**config.mk**
```make
export PLATFORM = sky130hd
export DESIGN_NAME = comp_job_ctrl
export DESIGN_NICKNAME = d
export VERILOG_FILES = /design/src/rtl/comp_ctrl_pkg.sv /design/src/rtl/comp_job_cnt.sv /design/src/rtl/comp_job_ctrl.sv
export SDC_FILE = /design/constraint.sdc
export NUM_CORES = 1
export LEC_CHECK = 0
export CAP_MARGIN = 5
export CELL_PAD_IN_SITES_DETAIL_PLACEMENT = 1
export CELL_PAD_IN_SITES_GLOBAL_PLACEMENT = 2
export CORE_UTILIZATION = 28
export CTS_CLUSTER_DIAMETER = 150
export DETAILED_ROUTE_END_ITERATION = 8
export PLACE_DENSITY_LB_ADDON = 0.1
export REMOVE_ABC_BUFFERS = 1
export SETUP_SLACK_MARGIN = 0.5
export SYNTH_ARGS = -nofsm -noshare
export SYNTH_HDL_FRONTEND = slang
export SYNTH_SLANG_ARGS = --single-unit
```
**constraint.sdc**
```tcl
create_clock -name wb_clk_i -period 2.55 [get_ports wb_clk_i]
set_input_delay 0.3825 -clock wb_clk_i [delete_from_list [all_inputs] [get_ports wb_clk_i]]
set_output_delay 0.3825 -clock wb_clk_i [all_outputs]
set_load 0.01 [all_outputs]
```
**src/rtl/comp_ctrl_pkg.sv**
```systemverilog
// rtl/comp_ctrl_pkg.sv - shared types and constants for the compression job sequencer
package comp_ctrl_pkg;

  typedef enum logic [2:0] {
    ST_IDLE,
    ST_RST,
    ST_RUN,
    ST_DRAIN,
    ST_REPORT
  } state_t;

  localparam logic [1:0] CODE_OK    = 2'd0;
  localparam logic [1:0] CODE_CAP   = 2'd1;
  localparam logic [1:0] CODE_TMO   = 2'd2;
  localparam logic [1:0] CODE_ABORT = 2'd3;

  // Operation bit positions inside the control word, also used by the datapath decode.
  localparam int DC_ENC = 5;
  localparam int DC_DEC = 6;

  // op/cap are {decode, encode}; exactly one op bit and the unit must support it.
  function automatic logic op_supported(input logic [1:0] op, input logic [1:0] cap);
    return ((op == 2'b01) || (op == 2'b10)) && ((op & cap) != 2'b00);
  endfunction

endpackage

```
**src/rtl/comp_job_cnt.sv**
```systemverilog
// rtl/comp_job_cnt.sv - saturating RUN cycle counter plus watchdog
module comp_job_cnt #(
  parameter int CNT_W = 32,
  parameter int TMO_W = 24
) (
  input  logic             clk,
  input  logic             rst,
  input  logic             clr,
  input  logic             inc,
  output logic [CNT_W-1:0] cycles,
  output logic             timeout
);

  // Timeout flags the RUN cycle that brings the watchdog to all-ones.
  localparam logic [TMO_W-1:0] WD_LAST = ~TMO_W'(1);

  logic [TMO_W-1:0] wd;

  always_ff @(posedge clk or posedge rst) begin
    if (rst) begin
      cycles <= '0;
      wd     <= '0;
    end else if (clr) begin
      cycles <= '0;
      wd     <= '0;
    end else if (inc) begin
      if (cycles != '1) cycles <= cycles + CNT_W'(1);
      wd <= wd + TMO_W'(1);
    end
  end

  assign timeout = (wd == WD_LAST);

endmodule

```
**src/rtl/comp_job_ctrl.sv**
```systemverilog
// rtl/comp_job_ctrl.sv - one-at-a-time job sequencer for the compression datapath
module comp_job_ctrl
  import comp_ctrl_pkg::*;
#(
  parameter int RST_CYCLES = 4,
  parameter int TMO_W      = 24,
  parameter int CNT_W      = 32
) (
  input  logic             wb_clk_i,
  input  logic             wb_rst_i,
  input  logic             job_valid,
  output logic             job_ready,
  input  logic [23:0]      job_dc,
  input  logic             job_abort,
  input  logic [7:0]       m_cap,
  input  logic             m_endn,
  output logic             m_reset,
  output logic             m_enable,
  output logic [23:0]      dc,
  output logic             st_valid,
  input  logic             st_ready,
  output logic [1:0]       st_code,
  output logic [CNT_W-1:0] st_cycles,
  output logic             busy
);

  localparam int RC_W = (RST_CYCLES > 1) ? $clog2(RST_CYCLES) : 1;
  localparam logic [RC_W-1:0] RC_LAST = RC_W'(RST_CYCLES - 1);

  state_t            state, state_next;
  logic [RC_W-1:0]   rst_cnt, rst_cnt_next;
  logic [23:0]       dc_next;
  logic [1:0]        code_next;
  logic              cnt_clr, cnt_inc, timeout, accept;
  logic [1:0]        op, cap;

  logic unused_cap;
  assign unused_cap = ^{m_cap[7:DC_DEC+1], m_cap[DC_ENC-1:0]};

  assign op     = {job_dc[DC_DEC], job_dc[DC_ENC]};
  assign cap    = {m_cap[DC_DEC], m_cap[DC_ENC]};
  assign accept = job_valid && job_ready && (state == ST_IDLE);

  comp_job_cnt #(
    .CNT_W(CNT_W),
    .TMO_W(TMO_W)
  ) u_cnt (
    .clk    (wb_clk_i),
    .rst    (wb_rst_i),
    .clr    (cnt_clr),
    .inc    (cnt_inc),
    .cycles (st_cycles),
    .timeout(timeout)
  );

  always_comb begin
    state_next   = state;
    rst_cnt_next = rst_cnt;
    dc_next      = dc;
    code_next    = st_code;
    cnt_clr      = 1'b0;
    cnt_inc      = 1'b0;
    case (state)
      ST_IDLE: begin
        if (accept) begin
          dc_next      = job_dc;
          cnt_clr      = 1'b1;
          rst_cnt_next = '0;
          if (op_supported(op, cap)) begin
            state_next = ST_RST;
          end else begin
            state_next = ST_REPORT;
            code_next  = CODE_CAP;
          end
        end
      end
      ST_RST: begin
        if (job_abort) begin
          state_next = ST_DRAIN;
          code_next  = CODE_ABORT;
        end else if (rst_cnt == RC_LAST) begin
          state_next = ST_RUN;
        end else begin
          rst_cnt_next = rst_cnt + RC_W'(1);
        end
      end
      ST_RUN: begin
        // The exit cycle is still a RUN cycle, so it is counted too.
        cnt_inc = 1'b1;
        if (job_abort) begin
          state_next = ST_DRAIN;
          code_next  = CODE_ABORT;
        end else if (!m_endn) begin
          state_next = ST_DRAIN;
          code_next  = CODE_OK;
        end else if (timeout) begin
          state_next = ST_DRAIN;
          code_next  = CODE_TMO;
        end
      end
      ST_DRAIN: state_next = ST_REPORT;
      ST_REPORT: begin
        if (st_ready) begin
          state_next = ST_IDLE;
          dc_next    = '0;
        end
      end
      default: state_next = ST_IDLE;
    endcase
  end

  // Outputs are registered from the next state so they line up with it.
  always_ff @(posedge wb_clk_i or posedge wb_rst_i) begin
    if (wb_rst_i) begin
      state     <= ST_IDLE;
      rst_cnt   <= '0;
      dc        <= '0;
      st_code   <= CODE_OK;
      m_reset   <= 1'b1;
      m_enable  <= 1'b0;
      job_ready <= 1'b0;
      st_valid  <= 1'b0;
      busy      <= 1'b0;
    end else begin
      state     <= state_next;
      rst_cnt   <= rst_cnt_next;
      dc        <= dc_next;
      st_code   <= code_next;
      m_reset   <= (state_next == ST_RST) || (state_next == ST_DRAIN);
      m_enable  <= (state_next == ST_RUN);
      job_ready <= (state_next == ST_IDLE);
      st_valid  <= (state_next == ST_REPORT);
      busy      <= (state_next != ST_IDLE);
    end
  end

endmodule

```
==> impl_metrics.tcl, run 1 <==
set metrics [dict create \
    status "finished clean" \
    numCtsBuffers 9 \
    setup_viol_count_final 0 \
    synth_area_per_cell_um2 9.84 \
    ir_worst_vdd_mv 0.390 \
    cts_root_buf "clkbuf_16" \
    synth-seq-cells 92 \
    antenna_left 0 \
    worstMarginPinSlew_ps 422 \
    grt-busiest-layer "met2" \
    numPortBuffers 94 \
    path_clk_slew_ps 70 \
    syn-instance-count 453 \
    start_kind "flop" \
    drt_iter0_markers 181 \
    fin_skew_ps 8.48 \
    critPathCaptureType "flop" \
    pin_count 101 \
    initial_core_util 0.290 \
    syn_area_mm2 0.00446 \
    synth-async-reset-ratio 1.00 \
    antenna_found_initial 0 \
    post-route-min-period_ps 2170 \
    seq_area_frac_synth 0.517 \
    hold_ws_ps 334 \
    dieArea_mm2 0.0164 \
    viasPerCell 5.14 \
    num_rows 45 \
    mostFrequentLayoutCell "clkdlybuf4s50_1" \
    cts_htree_levels 3 \
    layoutNonFillerInstCount 813 \
    ctsLongestPathBuffers 2 \
    cts_tree "yes" \
    clock_latency_ps 350 \
    rsz0062_at_grt "yes" \
    slew_violations 0 \
    drive_gt1_frac 0.199 \
    maxSlewHeadroom 0.716 \
    fmaxAchievable_mhz 462 \
    maxCapViolCount 0 \
    use_met1 0.223 \
    numClockSinks 92 \
    grt_use_met2 0.288 \
    dp_hpwl_um 9300 \
    grt_pass1_wl_um 22000 \
    nets 639 \
    route.vias.total 4181 \
    core_area_mm2 0.0154 \
    tns_ps 0 \
    p_per_area_mw_per_mm2 824 \
    yosysTopAreaCell "dfrtp_1" \
    ys_types 52 \
    worstPathRequired_ps 2840 \
    place_inst 768 \
    die_height_um 128 \
    drtPass1Iterations 4 \
    met3_usage 0.0230 \
    path_max_fanout 10 \
    hold_buffers 0 \
    overflow 0 \
    wl_um 14200 \
    die_x_um 128 \
    grt_max_degree 78 \
    arrival_ps 2460 \
    yosysWarnings 0 \
    synth_top_area_share 0.511 \
    track_usage 0.171 \
    synth_edf_count 0 \
    hold_viol_final 0 \
    antenna_cells 0 \
    syn2layout_area_growth_pct 48.0 \
    nFillCells 1748 \
    drcViolationCount 0 \
    hp-class "in2async" \
    period_share 0.849 \
    leakagePower_nw 2.73 \
    worst-setup-path-type "reg2reg" \
    place_congestion 0.749 \
    synthTopCellsByArea "dfrtp_1 51%, a22o_1 5.3%, a21oi_1 3.8%" \
    final_cell_mix "93 x clkdlybuf4s50_1, 87 x dfrtp_1, 48 x buf_4, 37 x nor2_1, 34 x nand2_1" \
    post_drt_wl_per_cell_um 17.5 \
    grt_pass1_vias 4236 \
    synth_flop_cell "dfrtp_1" \
]
==> through the flow <==
step / total power, mW / instance area, um2 / setup slack, ps / utilization
floorplan: 2.89 / 4360 / -1880 / -
global placement: 3.95 / 5850 / 55.9 / 0.381
detailed placement: 3.98 / 5850 / 19.1 / 0.381
CTS: 5.45 / 6260 / 412 / 0.407
global route: 5.79 / 6600 / 340 / 0.429
finish: 5.44 / 6600 / 384 / 0.429
==> synth_stat cells, drive strengths merged, types with 9 or more instances <==
master / count
nand4: 22
nor4: 9
nand3: 13
or4: 13
clkbuf: 14
o21ai: 32
a21oi: 34
xor2: 11
dfrtp: 91
nand2: 36
a22o: 27
or3: 24
o31ai: 14
inv: 13
nor2: 37
==> worst max-delay path, cell delays in order, from the launching register on <==
cell	delay, ps
dfrtp_1	380
or2_4	260
or3_4	380
and4b_2	260
buf_12	160
buf_8	130
or4_1	460
nand2_1	80
==> per-layer routing <==
| metal | routed length [um] | up-vias |
|---|---|---|
| li1 | - | 1968 |
| met1 | 6540 | 2154 |
| met2 | 7280 | 47 |
| met3 | 249 | 12 |
| met4 | 184 | 0 |
| met5 | 0 | - |
==> registers in the layout, indices dropped and copies added (netlist names) <==
register and flops:
busy 1, dc 24, job_ready 1, m_enable 1
m_reset 1, rst_cnt 2, st_code 2, st_valid 1
state 3, u_cnt.cycles 32, u_cnt.wd 24
==> power breakdown <==
| group | switching [mW] | internal, mW |
|---|---|---|
| clock | 0.573 | 0.811 |
| sequential | 0.212 | 1.79 |
| combinational | 1.01 | 1.05 |
| total | 1.79 | 3.65 |
==> layout make-up <==
class                   instances  area (um2)  area share
clock buffers                  12         256      0.0389
multi-input cells             327        2170       0.329
repair buffers                154        1500       0.227
clock inverters                 4        47.5     0.00720
inverters                      13        50.0     0.00758
flip-flops and latches         92        2310       0.350
well taps                     211         264      0.0400
==> what timing repair did <==
action / in CTS / in global routing
setup endpoints to repair: 44 / 32
resized for setup: 16 / 32
pin swaps: 5 / 21
buffers inserted: 5 / 19
gates cloned: 0 / 5
==> path summary, 6_finish.rpt <==
path	start	end	slack, ps	cells after the start
min in group wb_clk_i	dc[8]	dc[8]	500	1
worst max register to register	state[2]	u_cnt.cycles[13]	380	7
max in group asynchronous	wb_rst_i	m_reset	1530	3
worst max-delay path	state[2]	u_cnt.cycles[13]	380	7
worst min register to register	dc[8]	dc[8]	500	1
worst min-delay path	wb_rst_i	u_cnt.cycles[15]	330	2
==> cell families after synthesis <==
logic type	count (synthesis)	share of synthesized area
AND/OR/NAND/NOR	183	0.228
AO/OA/AOI/OAI	121	0.175
flip-flops	92	0.517
buffers and inverters	35	0.0331
XOR/XNOR	17	0.0334
adder cells (fa/ha/maj)	4	0.0112
multiplexers	1	0.00253
Power figures use the tool's default switching activity.
==> inputs of run 2 (changes only) <==
--- a/config.mk
+++ b/config.mk
@@ -8,7 +8,7 @@
 export CAP_MARGIN = 5
 export CELL_PAD_IN_SITES_DETAIL_PLACEMENT = 1
 export CELL_PAD_IN_SITES_GLOBAL_PLACEMENT = 2
-export CORE_UTILIZATION = 28
+export CORE_UTILIZATION = 31
 export CTS_CLUSTER_DIAMETER = 150
 export DETAILED_ROUTE_END_ITERATION = 8
 export PLACE_DENSITY_LB_ADDON = 0.1
==> constraint.sdc (replaced) <==
create_clock -name wb_clk_i -period 2.19 [get_ports wb_clk_i]
set_input_delay 0.3285 -clock wb_clk_i [delete_from_list [all_inputs] [get_ports wb_clk_i]]
set_output_delay 0.3285 -clock wb_clk_i [all_outputs]
set_load 0.01 [all_outputs]
==> run 2 against run 1 <==
Net effect: cell area increased by 12%; die area decreased by 9.5%; cell count increased by 2.5%; critical path depth unchanged; critical endpoint is now u_cnt.cycles[6]; combinational power increased by 42%.
==> impl_metrics.tcl, run 2 (synthesized netlist as in run 1, its figures left out) <==
set metrics [dict create \
    status "finished clean" \
    grt_pass1_wl_um 24000 \
    dp_hpwl_um 9390 \
    layoutNonFillerInstCount 833 \
    top_regs "u_cnt.cycles (32), dc (24), u_cnt.wd (24)" \
    drt_iter0_markers 257 \
    ctsLongestPathBuffers 2 \
    maxCapViolCount 0 \
    antenna_found_initial 0 \
    drive_gt1_frac 0.340 \
    hold_viol_final 0 \
    mostFrequentLayoutCell "dfrtp_1" \
    worstPathRequired_ps 2470 \
    initial_core_util 0.320 \
    maxSlewHeadroom 0.730 \
    fin_area_mm2 0.00737 \
    hp-class "in2async" \
    largest_reg_flops 32 \
    numClockSinks 92 \
    critPathCaptureType "flop" \
    period_share 0.974 \
    grt_pass1_vias 4688 \
    path_max_fanout 20 \
    final_cell_mix "86 x dfrtp_1, 85 x buf_4, 71 x clkdlybuf4s50_1, 32 x nor2_1, 31 x nand2_1" \
    cts_root_buf "clkbuf_16" \
    fin_skew_ps 10.5 \
    post_drt_wl_per_cell_um 18.4 \
    place_congestion 0.761 \
    pin_count 101 \
    numPortBuffers 94 \
    leakagePower_nw 3.34 \
    cts_htree_levels 3 \
    antenna_left 0 \
    start_kind "flop" \
    core_area_mm2 0.0139 \
    viasPerCell 5.37 \
    die_height_um 122 \
    dieArea_mm2 0.0149 \
    track_usage 0.207 \
    antenna_cells 0 \
    grt_max_degree 35 \
    nets 690 \
    ir_worst_vdd_mv 0.518 \
    numCtsBuffers 9 \
    p_per_area_mw_per_mm2 940 \
    setup_viol_count_final 0 \
    clock_latency_ps 350 \
    slew_violations 0 \
    path_clk_slew_ps 70 \
    rsz0062_at_grt "yes" \
    worst-setup-path-type "reg2reg" \
    worstMarginPinSlew_ps 403 \
    syn2layout_area_growth_pct 65.3 \
    cts_tree "yes" \
    fmaxAchievable_mhz 469 \
    post-route-min-period_ps 2130 \
    top_register "u_cnt.cycles" \
    num_rows 43 \
    pre_cts_ws_ps -180 \
    drcViolationCount 0 \
    die_x_um 122 \
    wl_um 15300 \
    arrival_ps 2410 \
    fin_ws_ps 57.8 \
    place_inst 762 \
    route.vias.total 4472 \
    overflow 0 \
    drtPass1Iterations 4 \
    dpl_cell_area_mm2 0.00601 \
]
run 2: changes by cell type in the layout (fill, tap and decap cells not counted), moves of 15 or more:
cell,previous run,this run
clkdlybuf4s50_1,93,71
dlygate4sd2_1,0,15
buf_4,48,85
a21oi_1,29,12
a21oi_2,5,22
run 2: per-stage QoR:
stage	TNS (ps)	hold WS (ps)	utilization	total power, mW
3_5_place_dp	-3630	481	0.431	4.64
2_1_floorplan	-162610	468	-	3.37
4_1_cts	0	200	0.489	6.77
3_3_place_gp	-2960	482	0.431	4.59
5_1_grt	-17.6	229	0.529	7.31
6_report	0	204	0.529	6.93
run 2: cell type report:
cell class                 count  area, um2
clock buffer                   9        225
clock inverter                 7       91.3
fill                        1496       6560
inverter                      13       50.0
multi-input combinational    326       2450
sequential                    92       2310
tap                          180        225
timing repair buffer         206       2020
run 2: power breakdown:
group	internal [mW]	total [mW]	switching [mW]
sequential	2.08	2.32	0.235
combinational	1.57	2.91	1.35
clock	0.997	1.70	0.703
run 2: what timing repair did:
action                     CTS  global route
resized for setup           58            99
setup endpoints to repair  103            97
cloned                       5             1
hold buffers                 0             0
pin swaps                   34            30
setup buffers               28            21
run 2: final timing paths:
path / startpoint / endpoint / slack [ps] / depth (start not counted)
worst max-delay path: state[0] / u_cnt.cycles[6] / 60 / 7
worst min-delay path: wb_rst_i / u_cnt.cycles[16] / 200 / 2
worst max register to register: state[0] / u_cnt.cycles[6] / 60 / 7
worst min register to register: st_code[1] / st_code[1] / 500 / 1
max in group asynchronous: wb_rst_i / u_cnt.wd[4] / 1390 / 3
min in group wb_clk_i: st_code[1] / st_code[1] / 500 / 1
run 2: worst max-delay path, cell delays in order, from the launching register on:
cell	delay, ps
dfrtp_1	400
or2_4	260
or3_4	370
and4b_1	210
buf_12	160
buf_12	140
or3_4	360
a21oi_2	140
run 2: metal layers:
metal,GRT usage,share of wire,up-vias
met2,0.356,0.51,86
met1,0.263,0.44,2305
met3,0.0309,0.029,13
met4,0.0748,0.015,0
met5,0,0,-
li1,-,-,2068
